==> src/rtl/mem_arb_pkg.sv <==
// Shared types and constants for the IF/MEM shared-memory port arbiter.
package mem_arb_pkg;

  localparam int unsigned DefAddrW   = 32;
  localparam int unsigned DefDataW   = 32;
  localparam int unsigned DefTimeout = 64;

  localparam logic REQ_I = 1'b0;
  localparam logic REQ_D = 1'b1;

  typedef enum logic [1:0] {
    StIdle,
    StBusyI,
    StBusyD,
    StResp
  } arb_state_e;

endpackage

==> src/rtl/arb_rr2_pick.sv <==
// Two-way alternating picker: a lone requester wins; on contention D wins unless D won last.
module arb_rr2_pick
  import mem_arb_pkg::*;
(
  input  logic i_req_i,
  input  logic d_req_i,
  input  logic last_d_i,
  output logic gnt_o,
  output logic valid_o
);

  always_comb begin
    valid_o = i_req_i | d_req_i;
    gnt_o   = REQ_I;
    if (d_req_i && (!i_req_i || !last_d_i)) begin
      gnt_o = REQ_D;
    end
  end

endmodule

==> src/rtl/mem_port_arbiter.sv <==
// Shares one variable-latency memory port between instruction fetch and data access.
// Optional bus timeout is enabled by defining MEM_ARB_TIMEOUT_EN.
module mem_port_arbiter
  import mem_arb_pkg::*;
#(
  parameter int unsigned ADDR_W  = DefAddrW,
  parameter int unsigned DATA_W  = DefDataW,
  parameter int unsigned TIMEOUT = DefTimeout
) (
  input  logic              clk_i,
  input  logic              rst_i,
  input  logic              i_req_i,
  input  logic [ADDR_W-1:0] i_addr_i,
  output logic              i_ack_o,
  output logic [DATA_W-1:0] i_rdata_o,
  input  logic              d_req_i,
  input  logic              d_we_i,
  input  logic [ADDR_W-1:0] d_addr_i,
  input  logic [DATA_W-1:0] d_wdata_i,
  output logic              d_ack_o,
  output logic [DATA_W-1:0] d_rdata_o,
  output logic              mem_req_o,
  output logic              mem_we_o,
  output logic [ADDR_W-1:0] mem_addr_o,
  output logic [DATA_W-1:0] mem_wdata_o,
  input  logic              mem_ack_i,
  input  logic [DATA_W-1:0] mem_rdata_i,
  output logic              stall_o,
  output logic              err_o
);

  arb_state_e        state_q, state_d;
  logic              last_d_q, last_d_d;
  logic              gnt_q, gnt_d;
  logic              mem_req_q, mem_req_d;
  logic              mem_we_q, mem_we_d;
  logic [ADDR_W-1:0] mem_addr_q, mem_addr_d;
  logic [DATA_W-1:0] mem_wdata_q, mem_wdata_d;
  logic [DATA_W-1:0] i_rdata_q, i_rdata_d;
  logic [DATA_W-1:0] d_rdata_q, d_rdata_d;
  logic              pick_gnt, pick_valid;

`ifdef MEM_ARB_TIMEOUT_EN
  localparam int unsigned CntW = $clog2(TIMEOUT) + 1;
  localparam logic [CntW-1:0] TimeoutLast = CntW'(TIMEOUT - 1);
  logic [CntW-1:0] cnt_q, cnt_d;
  logic            err_q, err_d;
`endif

  arb_rr2_pick u_pick (
    .i_req_i (i_req_i),
    .d_req_i (d_req_i),
    .last_d_i(last_d_q),
    .gnt_o   (pick_gnt),
    .valid_o (pick_valid)
  );

  always_comb begin
    state_d     = state_q;
    last_d_d    = last_d_q;
    gnt_d       = gnt_q;
    mem_req_d   = mem_req_q;
    mem_we_d    = mem_we_q;
    mem_addr_d  = mem_addr_q;
    mem_wdata_d = mem_wdata_q;
    i_rdata_d   = i_rdata_q;
    d_rdata_d   = d_rdata_q;
`ifdef MEM_ARB_TIMEOUT_EN
    cnt_d       = cnt_q;
    err_d       = 1'b0;
`endif

    unique case (state_q)
      StIdle: begin
        if (pick_valid) begin
          gnt_d     = pick_gnt;
          mem_req_d = 1'b1;
`ifdef MEM_ARB_TIMEOUT_EN
          cnt_d     = '0;
`endif
          if (pick_gnt == REQ_D) begin
            mem_we_d    = d_we_i;
            mem_addr_d  = d_addr_i;
            mem_wdata_d = d_wdata_i;
            state_d     = StBusyD;
          end else begin
            mem_we_d    = 1'b0;
            mem_addr_d  = i_addr_i;
            mem_wdata_d = '0;
            state_d     = StBusyI;
          end
        end
      end

      StBusyI, StBusyD: begin
        if (mem_ack_i) begin
          mem_req_d = 1'b0;
          state_d   = StResp;
          if (state_q == StBusyI) begin
            i_rdata_d = mem_rdata_i;
          end else begin
            // Stores return zero so the pipeline never sees stale memory data.
            d_rdata_d = mem_we_q ? '0 : mem_rdata_i;
          end
        end
`ifdef MEM_ARB_TIMEOUT_EN
        else if (cnt_q == TimeoutLast) begin
          mem_req_d = 1'b0;
          state_d   = StResp;
          err_d     = 1'b1;
          if (state_q == StBusyI) begin
            i_rdata_d = '0;
          end else begin
            d_rdata_d = '0;
          end
        end else begin
          cnt_d = cnt_q + 1'b1;
        end
`endif
      end

      StResp: begin
        last_d_d = (gnt_q == REQ_D);
        state_d  = StIdle;
      end

      default: state_d = StIdle;
    endcase
  end

  always_ff @(posedge clk_i) begin
    if (!rst_i) begin
      state_q     <= StIdle;
      last_d_q    <= 1'b0;
      gnt_q       <= REQ_I;
      mem_req_q   <= 1'b0;
      mem_we_q    <= 1'b0;
      mem_addr_q  <= '0;
      mem_wdata_q <= '0;
      i_rdata_q   <= '0;
      d_rdata_q   <= '0;
    end else begin
      state_q     <= state_d;
      last_d_q    <= last_d_d;
      gnt_q       <= gnt_d;
      mem_req_q   <= mem_req_d;
      mem_we_q    <= mem_we_d;
      mem_addr_q  <= mem_addr_d;
      mem_wdata_q <= mem_wdata_d;
      i_rdata_q   <= i_rdata_d;
      d_rdata_q   <= d_rdata_d;
    end
  end

`ifdef MEM_ARB_TIMEOUT_EN
  always_ff @(posedge clk_i) begin
    if (!rst_i) begin
      cnt_q <= '0;
      err_q <= 1'b0;
    end else begin
      cnt_q <= cnt_d;
      err_q <= err_d;
    end
  end

  assign err_o = err_q;
`else
  logic unused_timeout;
  assign unused_timeout = (TIMEOUT == 0);
  assign err_o          = 1'b0;
`endif

  assign mem_req_o   = mem_req_q;
  assign mem_we_o    = mem_we_q;
  assign mem_addr_o  = mem_addr_q;
  assign mem_wdata_o = mem_wdata_q;
  assign i_rdata_o   = i_rdata_q;
  assign d_rdata_o   = d_rdata_q;
  assign i_ack_o     = (state_q == StResp) && (gnt_q == REQ_I);
  assign d_ack_o     = (state_q == StResp) && (gnt_q == REQ_D);
  assign stall_o     = (i_req_i & ~i_ack_o) | (d_req_i & ~d_ack_o);

endmodule

==> config.mk <==
export PLATFORM = sky130hd
export DESIGN_NAME = mem_port_arbiter
export DESIGN_NICKNAME = d
export VERILOG_FILES = /design/src/rtl/mem_arb_pkg.sv /design/src/rtl/arb_rr2_pick.sv /design/src/rtl/mem_port_arbiter.sv
export SDC_FILE = /design/constraint.sdc
export NUM_CORES = 1
export LEC_CHECK = 0
export BUFFER_PORTS_ARGS = -buffer_cell sky130_fd_sc_hd__buf_2
export CORE_MARGIN = 3
export CORE_UTILIZATION = 46
export CTS_CLUSTER_SIZE = 8
export DETAILED_ROUTE_END_ITERATION = 12
export PLACE_DENSITY = 0.8
export SLEW_MARGIN = 20
export SYNTH_ARGS = -nofsm -noshare
export SYNTH_HDL_FRONTEND = slang
export SYNTH_HIERARCHICAL = 1
export SYNTH_SLANG_ARGS = --single-unit
==> constraint.sdc <==
create_clock -name clk_i -period 2.25 [get_ports clk_i]
set_clock_uncertainty 0.1 [all_clocks]
set_input_delay 0.45 -clock clk_i [delete_from_list [all_inputs] [get_ports clk_i]]
set_output_delay 0.45 -clock clk_i [all_outputs]
set_load 0.005 [all_outputs]
# Word level (Yosys, flattened, before mapping)
# Cells that the tools add are included.
# op_classes
reduce_logical,14
n_mux,12
n_eq_ne,5
n_bitwise,8
# op_table
op,n
2-to-1 mux 32 bit,3
AND reduction 3 bit,3
2-to-1 mux 2 bit,3
one-hot mux 2 bit (3 select lines),1
"== test 2 bit, second input constant",2
2-to-1 mux 1 bit,4
"inequality test 2 bit, second input constant",2
NOT 1 bit,4
AND reduction 2 bit,2
logical AND 1 bit,3
AND 1 bit,2
"== test 2 x 1 -> 1 bit, second input constant",1
logical NOT 1 bit,2
logical NOT 2 bit,1
OR 1 bit,2
one-hot mux 1 bit (2 select lines),1
nonzero test 2 bit,1
OR reduction 2 bit,1
logical OR 1 bit,1
# word_totals
output_inout_bits,134
in_bits,134
ff_bits,134
elab_cells,48

# Logic depth before layout (Yosys ltp)
# logic_depth
depth_word,7
depth_mapped,7
mapped_depth_nobuf,5

# Cells and area by module
# Netlist, hierarchy kept.
# modules_own_cells
mod,seq_area_each_um2,area_each_um2,n_inst,cells_per_inst
mem_port_arbiter,2682.6,5385.2,1,613
arb_rr2_pick,0.0,13.8,1,2

# Worst setup path before layout
# Ideal clock, no wire load.
# synth_path
kind,in2reg
from,input port i_req_i
to,"register mem_addr_q[22], in the netlist mem_addr_o[22]"
required_ns,2.069
setup_ns,0.081
t_arrival_ns,1.394
path_slack_ns,0.675
stages,6
path_buffers,3
cell_sequence,or2_1 -> and2_1 -> buf_6 -> buf_6 -> buf_6 -> a211oi_2
# synth_via
elab_chain_len,5
elab_cells_between_ends,7
classes_between,2 x mux; 1 x bitwise; 4 x reduce/logical
# synth_rtl
item,line,source
start: declaration,mem_port_arbiter.sv:12,"input logic i_req_i,"
logical NOT 1 bit,arb_rr2_pick.sv:15,if (d_req_i && (!i_req_i || !last_d_i)) begin
logical OR 1 bit,arb_rr2_pick.sv:15,
logical AND 1 bit,arb_rr2_pick.sv:15,
2-to-1 mux 1 bit,arb_rr2_pick.sv:15,
2-to-1 mux 32 bit,mem_port_arbiter.sv:81,if (pick_gnt == REQ_D) begin
end signal: assignment,mem_port_arbiter.sv:148,mem_addr_q <= mem_addr_d;
end: declaration,mem_port_arbiter.sv:37,"logic [ADDR_W-1:0] mem_addr_q, mem_addr_d;"
# Parallel ways exist; a longest one is shown, timed or not.
# A chain may end at the register's enable or synchronous reset.

# Worst setup path after layout
# layout_path
from,register state_q[0]
to,output port d_ack_o
# layout_via
elab_chain_len,2
# layout_rtl
item,line,source
start: declaration,mem_port_arbiter.sv:32,"arb_state_e state_q, state_d;"
start signal: assignment,mem_port_arbiter.sv:133,state_q <= StIdle;
start signal: assignment,mem_port_arbiter.sv:143,state_q <= state_d;
== test 2 bit,mem_port_arbiter.sv:180,assign d_ack_o = (state_q == StResp) && (gnt_q == REQ_D);
logical AND 1 bit,mem_port_arbiter.sv:180,
end: declaration,mem_port_arbiter.sv:20,"output logic d_ack_o,"
# Every way passes these cells.

==> metrics.md <==
| Metric | Value |
|---|---|
| Fin crit period | `around 1800 ps` |
| Die area | `13100 µm²` |
| Setup Viol. Count Final | `0` |
| Via density per instance | `5.13` |
| Synthesis-to-finish area growth | `37.2%` |
| CP Launch Type | `register` |
| Hold Violations, Final | `0` |
| Total of warnings raised by yosys | `6` |
| Vias post-DR | `5200` |
| H-tree depth | `4` |
| Reg-to-reg slack, setup | `~480 ps` |
| Fraction of layout cells with a size suffix above 1 | `38.1%` |
| Reg-to-reg startpoint | `state_q[0]` |
| Peak VDD IR | `705 µV` |
| Die Wd | `114 µm` |
| CTS Buf Count | `17` |
| Hold Buf Count CTS | `0` |
| Maxcap violations | `0` |
| Post-layout util | `between 60% and 70%` |
| Row Count | `38` |
| Worst Path Max Fanout | `4` |
| Yosys reg bits | `134` |
| Pin count of the biggest net entering global routing | `82` |
| Post-Synthesis Mean Instance Area | `8.78 µm²` |
| Commonest non-fill, non-tap cell in the layout | `buf_2` |
| Worst r2r path cells | `6` |
| Crit path kind | `reg2out` |
| Later-pin clock latency in the skew report | `410 ps` |
| Post-CTS Setup Bufs | `0` |
| Achievable frequency | `544 MHz` |
| # diodes | `0` |
| Post-DP HPWL | `10700 µm` |
| Buffers added on ports | `266` |
| Clk pin slew, worst setup/hold paths | `50 ps` |
| Clk root buf | `clkbuf_16` |
| Post-Syn Nets | `753` |
| Starting DRC count in detailed routing | `between 400 and 500` |
| R2r endpoint | `d_rdata_o[19]` |
| CTS Buffer Depth | `2` |
| Final setup TNS | `0 ps` |
| CTS resizes | `0` |
| WHS | `187 ps` |
| Sink Count | `134` |
| RSZ-0062 raised after global routing | `false` |
| Net count, final | `999` |
| Antenna Nets Post-Route | `0` |
| Max Transition Viols Final | `0` |
| Static Leak | `0.00343 µW` |
| Final period util | `81.7%` |
| Core area | `11200 µm²` |
| Pre-antenna DRT Iters | `4` |
| I/O pin count | `268` |
| Synth cell types | `26` |
| Hold Path Depth | `3` |
| Grt ovf | `0` |
| Global-route wire length before repair | `23600 µm` |
| Initial Util | `48.3%` |
| GRT Util Overall | `between 20% and 30%` |
| Number of global-route vias before repair | `4884` |
| # DRC | `0` |
| Die height | `114 µm` |
| Routed WL | `15300 µm` |
| Hold Path End | `i_rdata_o[2]` |
| Nature of the critical path endpoint | `output port` |
| Worst Path Arrival | `1290 ps` |
| Synth Instances | `615` |
| Antenna violations before repair | `1` |
| Wirelength per Cell | `about 15 µm` |
| Placed Cells | `982` |
| Final Wtd Congestion | `0.767` |
| Worst hold start | `mem_rdata_i[2]` |
| Pwr Density | `1160 nW/µm²` |
| Seq/Total Area, Yosys | `49.7%` |
| HP Class | `in2reg` |
| Outcome | `finished clean` |
| Final Power | `8560 µW` |
| Most frequent cells in the layout | `buf_2 (266), dfxtp_1 (134), nand2_1 (133)` |
| Post-Synthesis Cell Area | `5400 µm²` |
| TritonCTS clock tree | `done` |
| Worst Path Required | `1700 ps` |
| Non-Filler Instances | `a little over 1000` |
==> through the flow <==
| stage | worst slack, ps | instance area [µm²] |
|---|---|---|
| after floorplan | 675 | 5400 |
| after global placement | 462 | 6820 |
| after detailed placement | 411 | 6820 |
| after CTS | 381 | 7410 |
| after global routing | 320 | 7410 |
| final | 413 | 7410 |
==> worst max-delay path, stage by stage (launching register included) <==
cell	delay [ps]
dfxtp_1	340
ha_1	240
and2_1	170
buf_2	120
==> worst max path at each step <==
stage                          start             end  slack, ps
final                     state_q[0]         d_ack_o        410
after global routing      state_q[0]         i_ack_o        320
after CTS                 state_q[0]         d_ack_o        380
after detailed placement     i_req_i  mem_wdata_o[0]        410
after global placement       i_req_i        mem_we_o        460
after floorplan              i_req_i  mem_addr_o[22]        670
==> logic make-up (layout without fill, tap and decap cells) <==
group                    after synthesis  in the layout  share of synthesized area, %
AO/OA/AOI/OAI                        140            140                          16.6
other                                  1              1                        0.0695
flip-flops                           134            134                          49.7
AND/OR/NAND/NOR                      242            242                          20.3
buffers and inverters                 59            318                          5.98
multiplexers                          35             35                          6.49
adder cells (fa/ha/maj)                4              4                         0.927
==> sequential cells by signal (all words and copies together), names as in the netlist <==
signal	flops
i_rdata_o	32
mem_req_o	1
d_rdata_o	32
mem_wdata_o	32
mem_addr_o	32
last_d_q	1
state_q	2
gnt_q	1
mem_we_o	1
==> report_power, final <==
| group | switching, µW | total (µW) | internal (µW) |
|---|---|---|---|
| combinational | 1560 | 2730 | 1170 |
| sequential | 259 | 3130 | 2870 |
| clock | 972 | 2710 | 1740 |
| total | 2790 | 8560 | 5780 |
==> cell type report <==
type                       instances  area [µm²]
sequential                       134        2680
inverter                           5        21.3
tap                              140         175
multi-input combinational        422        2410
timing repair buffer             281        1530
clock inverter                     8        96.3
clock buffer                      24         492
fill                             932        3770
==> Yosys cell counts <==
cell type | number | share of area (%)
a21boi_0 | 2 | 0.28
nand3_1 | 33 | 3.1
dfxtp_1 | 134 | 50
o21a_1 | 1 | 0.14
inv_2 | 1 | 0.069
nand2b_1 | 2 | 0.23
inv_1 | 4 | 0.28
conb_1 | 1 | 0.069
and2_1 | 3 | 0.35
a311oi_1 | 2 | 0.32
buf_4 | 7 | 0.97
clkbuf_1 | 18 | 1.3
nand2_1 | 133 | 9.2
mux2i_1 | 35 | 6.5
clkbuf_4 | 1 | 0.14
nand3b_1 | 33 | 4.6
ha_1 | 4 | 0.93
a211oi_2 | 20 | 4.6
buf_6 | 7 | 1.5
buf_2 | 15 | 1.4
a21oi_1 | 103 | 9.5
and3b_1 | 1 | 0.16
a211oi_1 | 12 | 1.7
or2_1 | 1 | 0.12
buf_1 | 6 | 0.42
nor2_1 | 36 | 2.5
==> routing by layer <==
layer  vias up  share of wire [%]  track usage, %
met5         -               0.12               0
met4         2                1.4            8.79
met3        22                9.0            7.77
met2       219                 51            39.6
met1      2363                 39            26.0
li1       2594                  -               -
Power figures use the tool's default switching activity.
